<file path="src/rtl/regfile_scoreboard_pkg.sv">
// Shared core types and defaults for the register file / scoreboard slice.
package regfile_scoreboard_pkg;

  localparam int unsigned XLEN_DEFAULT  = 32;
  localparam int unsigned NREGS_DEFAULT = 32;
  localparam int unsigned AW_DEFAULT    = $clog2(NREGS_DEFAULT);

  typedef logic [AW_DEFAULT-1:0]   reg_addr_t;
  typedef logic [XLEN_DEFAULT-1:0] xword_t;

  localparam reg_addr_t REG_ZERO = '0;

endpackage

</file>
<file path="src/rtl/regfile_read_port.sv">
// One combinational read port: x0 forcing, same-cycle write bypass and busy gating.
module regfile_read_port #(
  parameter int unsigned XLEN   = 32,
  parameter int unsigned AW     = 5,
  parameter int unsigned BYPASS = 1
) (
  input  logic [AW-1:0]   addr,
  input  logic [XLEN-1:0] stored,
  input  logic            busy_bit,
  input  logic            we,
  input  logic [AW-1:0]   wr_addr,
  input  logic [XLEN-1:0] wr_din,
  output logic [XLEN-1:0] dout_c,
  output logic            busy_c
);

  logic is_zero_c;
  logic hit_c;

  assign is_zero_c = (addr == AW'(0));
  assign hit_c     = (BYPASS != 0) && we && (wr_addr == addr);

  // A bypassed write satisfies the reservation in the same cycle.
  always_comb begin
    dout_c = stored;
    busy_c = busy_bit;
    if (is_zero_c) begin
      dout_c = '0;
      busy_c = 1'b0;
    end else if (hit_c) begin
      dout_c = wr_din;
      busy_c = 1'b0;
    end
  end

endmodule

</file>
<file path="src/rtl/regfile_scoreboard.sv">
// Integer register file with N read ports, one write port and a per-register busy scoreboard.
module regfile_scoreboard
  import regfile_scoreboard_pkg::*;
#(
  parameter int unsigned XLEN   = XLEN_DEFAULT,
  parameter int unsigned NREGS  = NREGS_DEFAULT,
  parameter int unsigned NRD    = 2,
  parameter int unsigned BYPASS = 1,
  parameter int unsigned AW     = $clog2(NREGS)
) (
  input  logic                clk,
  input  logic                rst,
  input  logic [NRD*AW-1:0]   rd_addr,
  output logic [NRD*XLEN-1:0] rd_dout,
  output logic [NRD-1:0]      rd_busy,
  input  logic                we,
  input  logic [AW-1:0]       wr_addr,
  input  logic [XLEN-1:0]     wr_din,
  input  logic                resv_en,
  input  logic [AW-1:0]       resv_addr,
  input  logic                flush,
  output logic                any_busy
);

  logic [XLEN-1:0]  mem [NREGS];
  logic [NREGS-1:0] busy;
  logic [NREGS-1:0] busy_nxt;
  logic             wr_ok_c;
  logic             resv_ok_c;

  assign wr_ok_c   = we && (wr_addr != AW'(REG_ZERO));
  assign resv_ok_c = resv_en && (resv_addr != AW'(REG_ZERO));

  // Data storage; x0 is never written so it stays zero from reset.
  always_ff @(posedge clk) begin
    if (rst) begin
      for (int r = 0; r < int'(NREGS); r++) begin
        mem[r] <= '0;
      end
    end else if (wr_ok_c) begin
      mem[wr_addr] <= wr_din;
    end
  end

  // Scoreboard next state: writeback clears, flush clears all, a new reservation wins.
  always_comb begin
    busy_nxt = busy;
    if (wr_ok_c) begin
      busy_nxt[wr_addr] = 1'b0;
    end
    if (flush) begin
      busy_nxt = '0;
    end
    if (resv_ok_c) begin
      busy_nxt[resv_addr] = 1'b1;
    end
    busy_nxt[0] = 1'b0;
  end

  always_ff @(posedge clk) begin
    if (rst) begin
      busy <= '0;
    end else begin
      busy <= busy_nxt;
    end
  end

  assign any_busy = |busy;

  for (genvar i = 0; i < int'(NRD); i++) begin : g_rd
    regfile_read_port #(
      .XLEN   (XLEN),
      .AW     (AW),
      .BYPASS (BYPASS)
    ) u_port (
      .addr     (rd_addr[i*AW +: AW]),
      .stored   (mem[rd_addr[i*AW +: AW]]),
      .busy_bit (busy[rd_addr[i*AW +: AW]]),
      .we       (we),
      .wr_addr  (wr_addr),
      .wr_din   (wr_din),
      .dout_c   (rd_dout[i*XLEN +: XLEN]),
      .busy_c   (rd_busy[i])
    );
  end

endmodule

</file>
<file path="config.mk">
export PLATFORM = sky130hd
export DESIGN_NAME = regfile_scoreboard
export DESIGN_NICKNAME = d
export VERILOG_FILES = /design/src/rtl/regfile_scoreboard_pkg.sv /design/src/rtl/regfile_read_port.sv /design/src/rtl/regfile_scoreboard.sv
export SDC_FILE = /design/constraint.sdc
export NUM_CORES = 2
export LEC_CHECK = 0
export ABC_AREA = 1
export BUFFER_PORTS_ARGS = -buffer_cell sky130_fd_sc_hd__buf_4
export CAP_MARGIN = 10
export CORE_UTILIZATION = 30
export CTS_CLUSTER_DIAMETER = 50
export DETAILED_ROUTE_END_ITERATION = 7
export HOLD_SLACK_MARGIN = 0.12
export PLACE_DENSITY = 0.47
export SYNTH_ARGS = -nofsm -noshare
export SYNTH_HDL_FRONTEND = slang
export SYNTH_HIERARCHICAL = 1
export SYNTH_SLANG_ARGS = --single-unit
</file>
<file path="constraint.sdc">
create_clock -name clk -period 7.3 [get_ports clk]
set_clock_uncertainty 0.2 [all_clocks]
set_input_delay 1.095 -clock clk [delete_from_list [all_inputs] [get_ports clk]]
set_output_delay 1.095 -clock clk [all_outputs]
set_load 0.05 [all_outputs]
</file>
Yosys cells after proc, flatten, opt, wreduce, memory -nomap -nowiden
Memories as Yosys holds them, arrays and structs flattened.
Index checks and enable logic that the tools add are counted.
Word-level totals
  register bits: 32
  bits in writable memories: 1024
  bits of input ports: 57
  output and inout port bits: 67
  logic and storage cells: 53
  memories kept: 1
Memories
  mem: words 32, width 32, rd ports 2, clocked after memory_dff 0, write ports 32, line regfile_scoreboard.sv:25  | logic [XLEN-1:0] mem [NREGS];
Cells by class
  $lt $le $gt $ge: 6
  equal/unequal tests: 2
  muxes and demuxes: 27
  bitwise logic cells: 3
  reductions and logical operators: 12
Operators with widths (number)
  $mux W32: 8
  $reduce_or A32 Y1: 2
  $and A32 B32 Y32: 1
  $not A32 Y32: 1
  $or A32 B32 Y32: 1
  $lt A5 B6 Y1 const B: 4
  $mux W1: 14
  $bmux W1 S5: 2
  $demux W1 S5: 2
  $eq A5 B5 Y1: 2
  $ge A5 B1 Y1 const B: 2
  $logic_not A5 Y1: 2
  $reduce_bool A5 Y1: 2
  $logic_and A1 B1 Y1: 6
  $mux W5: 1

Logic depth before layout (Yosys ltp)
  word-level depth: 10
  depth in mapped cells: 17
  depth with buffers taken out: 13

Cells and area by module
The synthesis kept the hierarchy.
Modules (own cells, without submodules)
  regfile_scoreboard: times used 1, cells an instance 7555, area an instance 58790.1 um2, sequential area each 31370.1 um2
  regfile_read_port: times used 2, cells an instance 202, area an instance 785.8 um2, sequential area each 0.0 um2

Worst setup path before layout
Ideal clock, no wire load.
  path kind: in2reg
  start point: input port wr_addr[3]
  end point: memory mem[4][0] (enable)
  setup time: 0.466 ns
  data arrival time: 3.817 ns
  required time: 6.634 ns
  setup slack: 2.817 ns
  cell stages on the path: 4
  path buffers: 1
  cell sequence: buf_2 -> nor2_2 -> nand3_1 -> o21ai_0
RTL lines
  from (decl): line regfile_scoreboard.sv:17  | input logic [AW-1:0] wr_addr,
  to (decl): line regfile_scoreboard.sv:25

Worst setup path in the final report
  start point: input port rd_addr[5]
  end point: output port rd_dout[61]
On the way
  longest elaborated chain between the ends: 4
  elaborated cells between the ends (all ways): 6
  classes of those cells: eq/ne: 1; mux: 2; reduce/logical: 2; memory: 1
RTL lines
  from (decl): line regfile_scoreboard.sv:13  | input logic [NRD*AW-1:0] rd_addr,
  branches (longest 3 deep; another with $mem_v2 Z32 W32)
  $mux W32 (*): line regfile_read_port.sv:27  | if (is_zero_c) begin
  to (decl): line regfile_scoreboard.sv:14  | output logic [NRD*XLEN-1:0] rd_dout,
Every way passes the cells marked *.

==> flow_metrics.tcl <==
set metrics [dict create \
    outcome "finished, violations left" \
    violations "DRC" \
    place_ws_ns 1.75 \
    syn_to_final_growth_pct 11.9 \
    rsz0062_at_grt "false" \
    hold_depth 2 \
    ys_warn_count 6 \
    cts_root_buf "clkbuf_16" \
    fin_crit_ns 5.67 \
    die_w_um 451 \
    tightest_slew_ns 1.24 \
    synth-main-ff-cell "edfxtp_1" \
    clk_latency_ns 0.79 \
    n_antenna_cell 0 \
    ys_ff_latch 1055 \
    worst_path_largest_cell_delay_ns 0.67 \
    path_clk_slew_ns 0.05 \
    cpMaxStageDelayCell "buf_4" \
    drt_wl_total_mm 264 \
    p_sw_mw 4.92 \
    postCtsSetupBuffers 0 \
    pwr-share-clk_pct 41.4 \
    nNetsFinal 7798 \
    rr_worst_depth 2 \
    maxCapViolCount 0 \
    p_leak_nw 28.7 \
    synth-edff-count 1024 \
    reg2reg_slack_ns 6.26 \
    ctsHoldBuffers 0 \
    grt_overflow 0 \
    async_flop_share_pct 0 \
    drcViolationCount 7 \
    seqPwrFrac_pct 43.4 \
    netlist_area_um2 60400 \
    port_buffers 123 \
    path_buf_inv 5 \
    path_cells "buf_8 -> buf_4 -> buf_4 -> nand2_1 -> nand3_1 -> nand3_1 -> nand2_1 -> nand2_1 -> nand2_1 -> nand2_1 -> nand2_1 -> inv_1 -> nand2_1 -> nand2_1 -> nor2_1 -> buf_4" \
    ys_seq_area_share_pct 52.0 \
    r2r-start "busy[31]" \
    htree_levels 4 \
    cts_tree "built" \
    worstPathArrival_ns 4.38 \
    slew_headroom_pct 17.1 \
    path_max_fanout 62 \
    avgSynthCellArea_um2 7.58 \
    hold_class "register to register" \
    combPwrFrac_pct 15.2 \
    dieArea_um2 203000 \
    routabilityCongestion 0.912 \
    cts_buffers 143 \
    p_sw_share_pct 29.9 \
    coreArea_um2 200000 \
    syn-instance-count 7959 \
    drt_iter0_markers 6727 \
    tns_ns 0 \
    first_pass_iters 8 \
    rows 164 \
    timing.rr.end "busy[31]" \
    hold_viol 0 \
    post_cts_resized 0 \
    slew_viol_final 0 \
    start_util_pct 30.2 \
    worstSetupStartpoint "rd_addr[5]" \
    p_int_mw 11.5 \
    p_per_area_nw_per_um2 243 \
    antenna_found_initial 2 \
    ir_drop_mv 0.245 \
    clock_path_buffers 3 \
    cp_common_cell "nand2_1" \
    cp_data_required_time_ns 6.00 \
    cp-start-kind "input port" \
    crit_type "input port to output pin" \
    dp.final_hpwl_mm 143 \
    vias 56400 \
    ios 124 \
    synth_cell_types 32 \
    finalCritPeriodShare_pct 77.7 \
    cp_top_family "buffers and inverters" \
    grt.total_usage_pct 25.3 \
    grt_first_pass_wirelength_mm 377 \
    endpoint_kind "output pin" \
    worstHoldStart "busy[2]" \
    max_freq_mhz 176 \
    finalSetupViolCount 0 \
    grt_max_degree 147 \
    dieHeight_um 451 \
    wl_per_cell_um 25.1 \
    final_antenna_net_count 0 \
    cts.sinks 1055 \
    power_mw 16.4 \
    via_per_inst 5.37 \
    grt_pass1_vias 54400 \
    path_depth 16 \
    min_to "busy[2]" \
    drive_gt1_share_pct 7.50 \
    fin_ws_ns 1.63 \
]
## flip-flops by register name, summed over array words and instances, names as in the netlist
name  count
mem    1024
busy     31
## synthesized netlist by cell type, types with 6 or more instances
cell type / count / area share (%)
clkbuf_1: 220 / 1.4
buf_6: 35 / 0.65
buf_2: 275 / 2.3
nor3_1: 6 / 0.050
inv_1: 148 / 0.92
nor2_1: 1162 / 7.2
nor2_2: 6 / 0.062
nand3_1: 1619 / 13
edfxtp_1: 1024 / 51
buf_1: 86 / 0.53
nand2_1: 3217 / 20
inv_2: 12 / 0.075
o21ai_0: 13 / 0.11
nand4_1: 7 / 0.073
buf_4: 55 / 0.68
o22ai_1: 7 / 0.073
dfxtp_1: 31 / 1.0
## routing by layer
layer,routed length [um],vias up,global-route usage [%],share of wire [%]
met1,107000,27300,32.8,41
li1,-,25500,-,-
met4,13200,0,12.5,5.0
met2,121000,2903,40.5,46
met5,0,-,0,0
met3,22300,688,4.33,8.4
## cell usage in the layout (no fill, tap or decap), types with 7 or more instances in the layout
cell           n
o21ai_0       12
o22ai_1        7
clkinv_1      31
nand4_1        7
clkbuf_16    149
nand3_2        7
clkinv_2      29
buf_4        253
buf_12        20
inv_6         12
inv_1        138
clkinvlp_4     7
clkinv_4       7
nor2_1      1162
conb_1        32
clkbuf_1      21
edfxtp_1    1024
nand2_2       51
nand2_1     3167
inv_2         13
dfxtp_1       31
nand3_1     1610
## per-stage QoR
step / cell area, um^2 / cells / hold WS, ns / util [%]
finish: 67500 / 10500 / 0.274 / 33.8
global route: 67500 / 10500 / 0.300 / 33.8
CTS: 67500 / 10500 / 0.275 / 33.8
detailed placement: 63100 / 10300 / 0.267 / 31.6
global placement: 63100 / 10300 / 0.263 / 31.6
floorplan: 60500 / 7990 / 0.243 / -
## layout make-up
class	count	area (um^2)
Tap cell	2656	3320
Clock inverter	87	651
Fill cell	20800	132000
Timing Repair Buffer	279	2380
Sequential cell	1055	31400
Clock buffer	170	3810
Multi-Input combinational cell	6099	25300
Inverter	163	664
## power groups by stage
stage	registers (mW)	logic, mW	clock network [mW]
after CTS	7.13	2.47	6.87
after global placement	7.25	2.47	0
after detailed placement	7.26	2.46	0
final	7.14	2.50	6.80
after floorplan	7.22	1.54	0
after global routing	7.18	2.67	7.09
## worst reg2reg max path: cells and delay by family (launching register included)
family,cells,cell delay (ns)
flops,1,0.35
compound gates,1,0.29
buf+inv,1,0.10
## worst max path at each step
stage	endpoint	slack (ns)
after global placement	rd_dout[63]	1.61
after floorplan	mem[4][0]	2.82
after global routing	rd_dout[61]	1.48
after CTS	rd_dout[61]	1.74
final	rd_dout[61]	1.63
after detailed placement	rd_dout[59]	1.75
## logic make-up after synthesis
kind of cell,synth area share [%]
AND/OR/NAND/NOR,41.1
other,0.00621
buffers and inverters,6.60
flip-flops,52.0
AO/OA/AOI/OAI,0.330
Power figures use the tool's default switching activity.
